===== config.mk =====
export PLATFORM = sky130hd
export DESIGN_NAME = audio_i2s_tx_flat
export DESIGN_NICKNAME = d
export VERILOG_FILES = /design/src/rtl/audio_i2s_tx_if.sv /design/src/rtl/audio_i2s_tx.sv /design/src/flat_wrapper.sv
export SDC_FILE = /design/constraint.sdc
export NUM_CORES = 1
export LEC_CHECK = 0
export BUFFER_PORTS_ARGS = -buffer_cell sky130_fd_sc_hd__buf_2
export CORE_ASPECT_RATIO = 1.1
export CORE_MARGIN = 4
export CORE_UTILIZATION = 52
export CTS_BUF_LIST = sky130_fd_sc_hd__clkbuf_4 sky130_fd_sc_hd__clkbuf_8
export DETAILED_ROUTE_END_ITERATION = 8
export PLACE_DENSITY = 0.75
export SLEW_MARGIN = 20
export SYNTH_ARGS = -nofsm -noshare
export SYNTH_HDL_FRONTEND = slang
export SYNTH_SLANG_ARGS = --single-unit

===== constraint.sdc =====
create_clock -name clk -period 5.3 [get_ports clk]
set_input_delay 0.53 -clock clk [delete_from_list [all_inputs] [get_ports clk]]
set_output_delay 0.53 -clock clk [all_outputs]
set_load 0.1 [all_outputs]

===== src/rtl/audio_i2s_tx_if.sv =====
// audio_i2s_tx_if: sample handshake, flag control and I2S pins of the tone transmitter
interface audio_i2s_tx_if;
  logic [31:0] tone;
  logic        tone_valid;
  logic        clr_flags;
  logic        sample_req;
  logic        aud_bclk;
  logic        aud_daclrck;
  logic        aud_dacdat;
  logic        overflow;
  logic        underrun;
  modport master (
    output tone, tone_valid, clr_flags,
    input  sample_req, aud_bclk, aud_daclrck, aud_dacdat, overflow, underrun
  );
  modport slave (
    input  tone, tone_valid, clr_flags,
    output sample_req, aud_bclk, aud_daclrck, aud_dacdat, overflow, underrun
  );
endinterface


===== src/rtl/audio_i2s_tx.sv =====
// audio_i2s_tx: saturating one-entry sample holder feeding a mono 16-bit I2S serializer
module audio_i2s_tx #(
  parameter int BCLK_HALF = 8,
  parameter int SHIFT     = 15
) (
  input logic clk,
  input logic rst,
  audio_i2s_tx_if.slave bus
);
  localparam int DW = $clog2(BCLK_HALF);
  logic [DW-1:0] div;
  logic [5:0] b, b_nx;
  logic [4:0] idx;
  logic [15:0] s, hold, sat;
  logic signed [31:0] x;
  logic bclk, full, started, first, frame_d, req_q, dat, ovf, und;
  logic wrap, fall, frame;
  always_comb begin
    wrap  = div == DW'(BCLK_HALF - 1);
    fall  = wrap & bclk;
    frame = fall & (b == 6'd63);
    b_nx  = b + 6'd1;
    idx   = 5'd16 - b_nx[4:0];
    x     = $signed(bus.tone) >>> SHIFT;
    sat   = x > 32'sd32767 ? 16'h7fff : x < -32'sd32768 ? 16'h8000 : x[15:0];
  end
  always_ff @(posedge clk) begin
    if (rst) begin
      div     <= '0;
      bclk    <= 1'b0;
      b       <= '0;
      s       <= '0;
      hold    <= '0;
      full    <= 1'b0;
      started <= 1'b0;
      first   <= 1'b1;
      frame_d <= 1'b0;
      req_q   <= 1'b0;
      dat     <= 1'b0;
      ovf     <= 1'b0;
      und     <= 1'b0;
    end else begin
      div <= wrap ? '0 : div + 1'b1;
      if (wrap) bclk <= ~bclk;
      if (fall) begin
        b   <= b_nx;
        dat <= (b_nx[4:0] != 5'd0 && b_nx[4:0] <= 5'd16) ? s[idx[3:0]] : 1'b0;
      end
      first   <= 1'b0;
      frame_d <= frame;
      req_q   <= frame_d;
      // transfer reads the old holding value even when a new sample lands this cycle
      if (frame && full) s <= hold;
      full <= bus.tone_valid | (full & ~frame);
      if (bus.tone_valid) begin
        hold    <= sat;
        started <= 1'b1;
      end
      ovf <= (bus.tone_valid & full & ~frame) | (ovf & ~bus.clr_flags);
      und <= (frame & ~full & started) | (und & ~bus.clr_flags);
    end
  end
  assign bus.sample_req  = req_q | (first & ~rst);
  assign bus.aud_bclk    = bclk;
  assign bus.aud_daclrck = b[5];
  assign bus.aud_dacdat  = dat;
  assign bus.overflow    = ovf;
  assign bus.underrun    = und;
endmodule


===== src/flat_wrapper.sv =====
// flat-port wrapper written by rule: the top's interface ports become plain ports
module audio_i2s_tx_flat 
#(
  parameter int BCLK_HALF = 8,
  parameter int SHIFT     = 15
)
  (clk, rst, bus_tone, bus_tone_valid, bus_clr_flags, bus_sample_req, bus_aud_bclk, bus_aud_daclrck, bus_aud_dacdat, bus_overflow, bus_underrun);
  audio_i2s_tx_if bus_i ();
  input logic clk;
  input logic rst;
  input wire logic [$bits(bus_i.tone)-1:0] bus_tone;
  input wire logic [$bits(bus_i.tone_valid)-1:0] bus_tone_valid;
  input wire logic [$bits(bus_i.clr_flags)-1:0] bus_clr_flags;
  output wire logic [$bits(bus_i.sample_req)-1:0] bus_sample_req;
  output wire logic [$bits(bus_i.aud_bclk)-1:0] bus_aud_bclk;
  output wire logic [$bits(bus_i.aud_daclrck)-1:0] bus_aud_daclrck;
  output wire logic [$bits(bus_i.aud_dacdat)-1:0] bus_aud_dacdat;
  output wire logic [$bits(bus_i.overflow)-1:0] bus_overflow;
  output wire logic [$bits(bus_i.underrun)-1:0] bus_underrun;
  assign bus_i.tone = bus_tone;
  assign bus_i.tone_valid = bus_tone_valid;
  assign bus_i.clr_flags = bus_clr_flags;
  assign bus_sample_req = bus_i.sample_req;
  assign bus_aud_bclk = bus_i.aud_bclk;
  assign bus_aud_daclrck = bus_i.aud_daclrck;
  assign bus_aud_dacdat = bus_i.aud_dacdat;
  assign bus_overflow = bus_i.overflow;
  assign bus_underrun = bus_i.underrun;
  audio_i2s_tx #(.BCLK_HALF(BCLK_HALF), .SHIFT(SHIFT)) u_core (.clk(clk), .rst(rst), .bus(bus_i));
endmodule

==> flow_metrics.py <==
metrics = {
    "job": {
        "maxCapViolCount": 0,
    },
    "power_and_ir_drop": {
        "power_leakage_nw": 0.924,
        "internal_power_uw": 549,
        "clkPwrFrac_pct": 37.1,
        "pwr-share-comb_pct": 7.4,
        "power_frac_seq_pct": 55.5,
        "irDropWorstVdd_v": 0.000162,
        "swShare_pct": 22.9,
        "power.density_nw_per_um2": 291,
        "finalPower_uw": 713,
        "p_switching_uw": 164,
    },
    "logic_synthesis": {
        "synth_area_leader_cell": "dfxtp_1",
        "synth_enable_flop_cells": 0,
        "yosysWarnings": 0,
        "yosys_register_bits": 50,
        "synth_ff_type": "dfxtp_1",
        "ys_seq_area_share_pct": 44.3,
        "syn_inst": 266,
        "syn_area_per_cell_um2": 8.49,
        "synth_area_um2": 2260,
        "async_flop_share_pct": 0,
        "synth_cell_type_count": 39,
        "syn_nets": 305,
        "yosys-top-cells-area": "dfxtp_1, nand2_1, nor2_1",
        "synth_top_area_share_pct": 44.3,
    },
    "timing": {
        "finalHoldViolations": 0,
        "slew_headroom_pct": 36.9,
        "finalMaxSlewViolations": 0,
        "setup_viol": 0,
        "fin_worst_skew_ns": 0.00713,
        "whs_ns": 0.435,
        "tightest_slew_ns": 0.947,
        "clock.fmax_ghz": 0.418,
        "post-route-min-period_ns": 2.39,
        "fin_setup_tns_ns": 0,
        "rsz0062_at_grt": "no",
        "fin_crit_sh_pct": 45.1,
    },
    "hold_path": {
        "hold_path_class": "reg -> reg",
    },
    "final_layout": {
        "antenna_cells": 0,
        "syn_to_final_growth_pct": 8.31,
        "final_cells": 331,
        "fillers": 388,
        "design_area_um2": 2450,
        "drive_gt1_share_pct": 21.9,
        "nets": 317,
    },
    "worst_setup_path": {
        "crit_buf_inv": 3,
        "cp_max_fo": 51,
        "crit_chain": "buf_2, inv_1, a21o_1, buf_2",
        "crit_required_ns": 4.77,
        "cp.arrival_ns": 1.86,
        "crit_path_start_kind": "input port",
        "cp_slowest_cell": "buf_2",
        "slowest_delay_ns": 0.71,
        "critPathKind": "in -> out",
        "cp-end-kind": "output pin",
        "cp_common_cell": "buf_2",
        "critPathTopFamily": "buffers and inverters",
    },
    "cts": {
        "path_clk_slew_ns": 0.08,
        "cts-hold-fix-buffers": 0,
        "cts_setup_buffers": 0,
        "cts.sinks": 50,
        "cts.htree.levels": 2,
        "clockBufferDepth": 2,
        "numCtsBuffers": 5,
        "cts_tree": "yes",
        "clock-root-buffer": "clkbuf_8",
        "cts.repair.resized": 0,
        "insertion_delay_ns": 0.30,
    },
    "outcome": {
        "run_status": "completed",
    },
    "drt": {
        "drc": 0,
        "vias": 1700,
        "detail-route-antenna-nets": 0,
        "vias_per_cell": 5.14,
        "drt_iter0_markers": 82,
        "wirelength_mm": 3.63,
        "drtPass1Iterations": 4,
        "wl_per_cell_um": 11.0,
    },
    "global_route": {
        "grt_pass1_wl_mm": 6.62,
        "gr-usage-all-layers_pct": 14.5,
        "antenna_found_initial": 0,
        "grt_start_max_net_pins": 52,
        "grt_pass1_vias": 1482,
        "overflow": 0,
    },
    "placement": {
        "dpl.hpwl_mm": 2.53,
        "dp_cells": 323,
        "placed_cell_area_um2": 2330,
        "numPortBuffers": 26,
        "gp_congestion": 0.766,
    },
    "die": {
        "die-area_um2": 5460,
        "ioPinCount": 42,
        "num_rows": 24,
        "start_util_pct": 55.3,
        "die_y_um": 77.1,
        "core_area_um2": 4080,
        "die_w_um": 70.8,
    },
}
-- stage by stage --
step | worst slack (ns) | util [%]
finish | 2.91 | 59.9
CTS | 2.87 | 59.9
floorplan | 3.12 | -
detailed placement | 2.89 | 57.1
global placement | 2.86 | 57.1
global route | 2.74 | 59.9
-- layout by cell type, fill, tap and decap left out, types with 2 or more instances in the layout --
cell / instances
ha_1: 3
and2_1: 2
a21oi_1: 9
mux4_2: 4
and3_1: 2
nand2_1: 45
nor3b_1: 2
nor3_1: 2
nand2_2: 10
a211o_1: 2
buf_2: 26
inv_1: 4
dfxtp_1: 50
clkbuf_8: 5
xor2_1: 2
nor2b_1: 2
xnor2_1: 5
o21ai_0: 15
o211ai_1: 14
nand2b_1: 2
a21oi_2: 10
nand3_1: 5
nor2_1: 43
-- routing by layer --
| layer | GRT usage (%) | vias to the layer above | routed length [µm] |
|---|---|---|---|
| met5 | 0 | - | 0 |
| met4 | 6.77 | 0 | 80 |
| met3 | 2.75 | 7 | 173 |
| met2 | 22.9 | 32 | 1640 |
| met1 | 19.0 | 746 | 1740 |
| li1 | - | 915 | - |
-- cells by family (layout without fill, tap and decap cells) --
kind of cell / after synthesis / after routing / synth area share [%]
flip-flops: 50 / 50 / 44.3
AND/OR/NAND/NOR: 120 / 120 / 24.1
AO/OA/AOI/OAI: 56 / 56 / 16.8
adder cells (fa/ha/maj): 3 / 3 / 1.66
buffers and inverters: 25 / 38 / 5.98
XOR/XNOR: 7 / 7 / 2.71
multiplexers: 5 / 5 / 4.43
-- worst paths after layout --
path / from / endpoint / slack (ns) / cells past startpoint
max: rst / bus_sample_req / 2.91 / 4
min: u_core.div[0] / u_core.div[0] / 0.44 / 1
max reg2reg: u_core.div[0] / u_core.s[5] / 3.03 / 8
min reg2reg: u_core.div[0] / u_core.div[0] / 0.44 / 1
-- Yosys cell counts (2+ instances only) --
cell,instances
a21oi_2,10
ha_1,3
nand2b_1,2
xor2_1,2
a21oi_1,9
nor3b_1,2
a211o_1,2
buf_4,2
nor2_1,43
nand3_1,5
dfxtp_1,50
buf_2,2
nor3_1,2
mux4_2,4
o211ai_1,14
xnor2_1,5
clkbuf_1,12
buf_1,2
nand2_2,10
nor2b_1,2
and2_1,2
buf_6,2
and3_1,2
inv_1,4
nand2_1,45
o21ai_0,15
-- state kept, by name (all words and copies together) (netlist names) --
name,flops
u_core.b,6
u_core.bus.aud_bclk,1
u_core.bus.aud_dacdat,1
u_core.bus.overflow,1
u_core.bus.underrun,1
u_core.div,3
u_core.first,1
u_core.frame_d,1
u_core.full,1
u_core.hold,16
u_core.req_q,1
u_core.s,16
u_core.started,1
-- power groups by stage --
stage | Sequential [mW] | Clock [mW] | Combinational, mW
2_1_floorplan | 0.406 | 0 | 0.0375
3_3_place_gp | 0.404 | 0 | 0.0519
3_5_place_dp | 0.405 | 0 | 0.0532
4_1_cts | 0.396 | 0.274 | 0.0534
5_1_grt | 0.398 | 0.289 | 0.0610
6_report | 0.396 | 0.264 | 0.0526
-- layout make-up --
class / count / area (µm²) / share of cell area, %
clock inverter: 3 / 43.8 / 1.79
tap: 52 / 65.1 / 2.66
timing repair buffer: 26 / 130 / 5.32
multi-input combinational: 191 / 1120 / 45.9
sequential: 50 / 1000 / 40.9
inverter: 4 / 15.0 / 0.614
clock buffer: 5 / 68.8 / 2.81
Note: power is estimated with default switching activity, not from simulation.
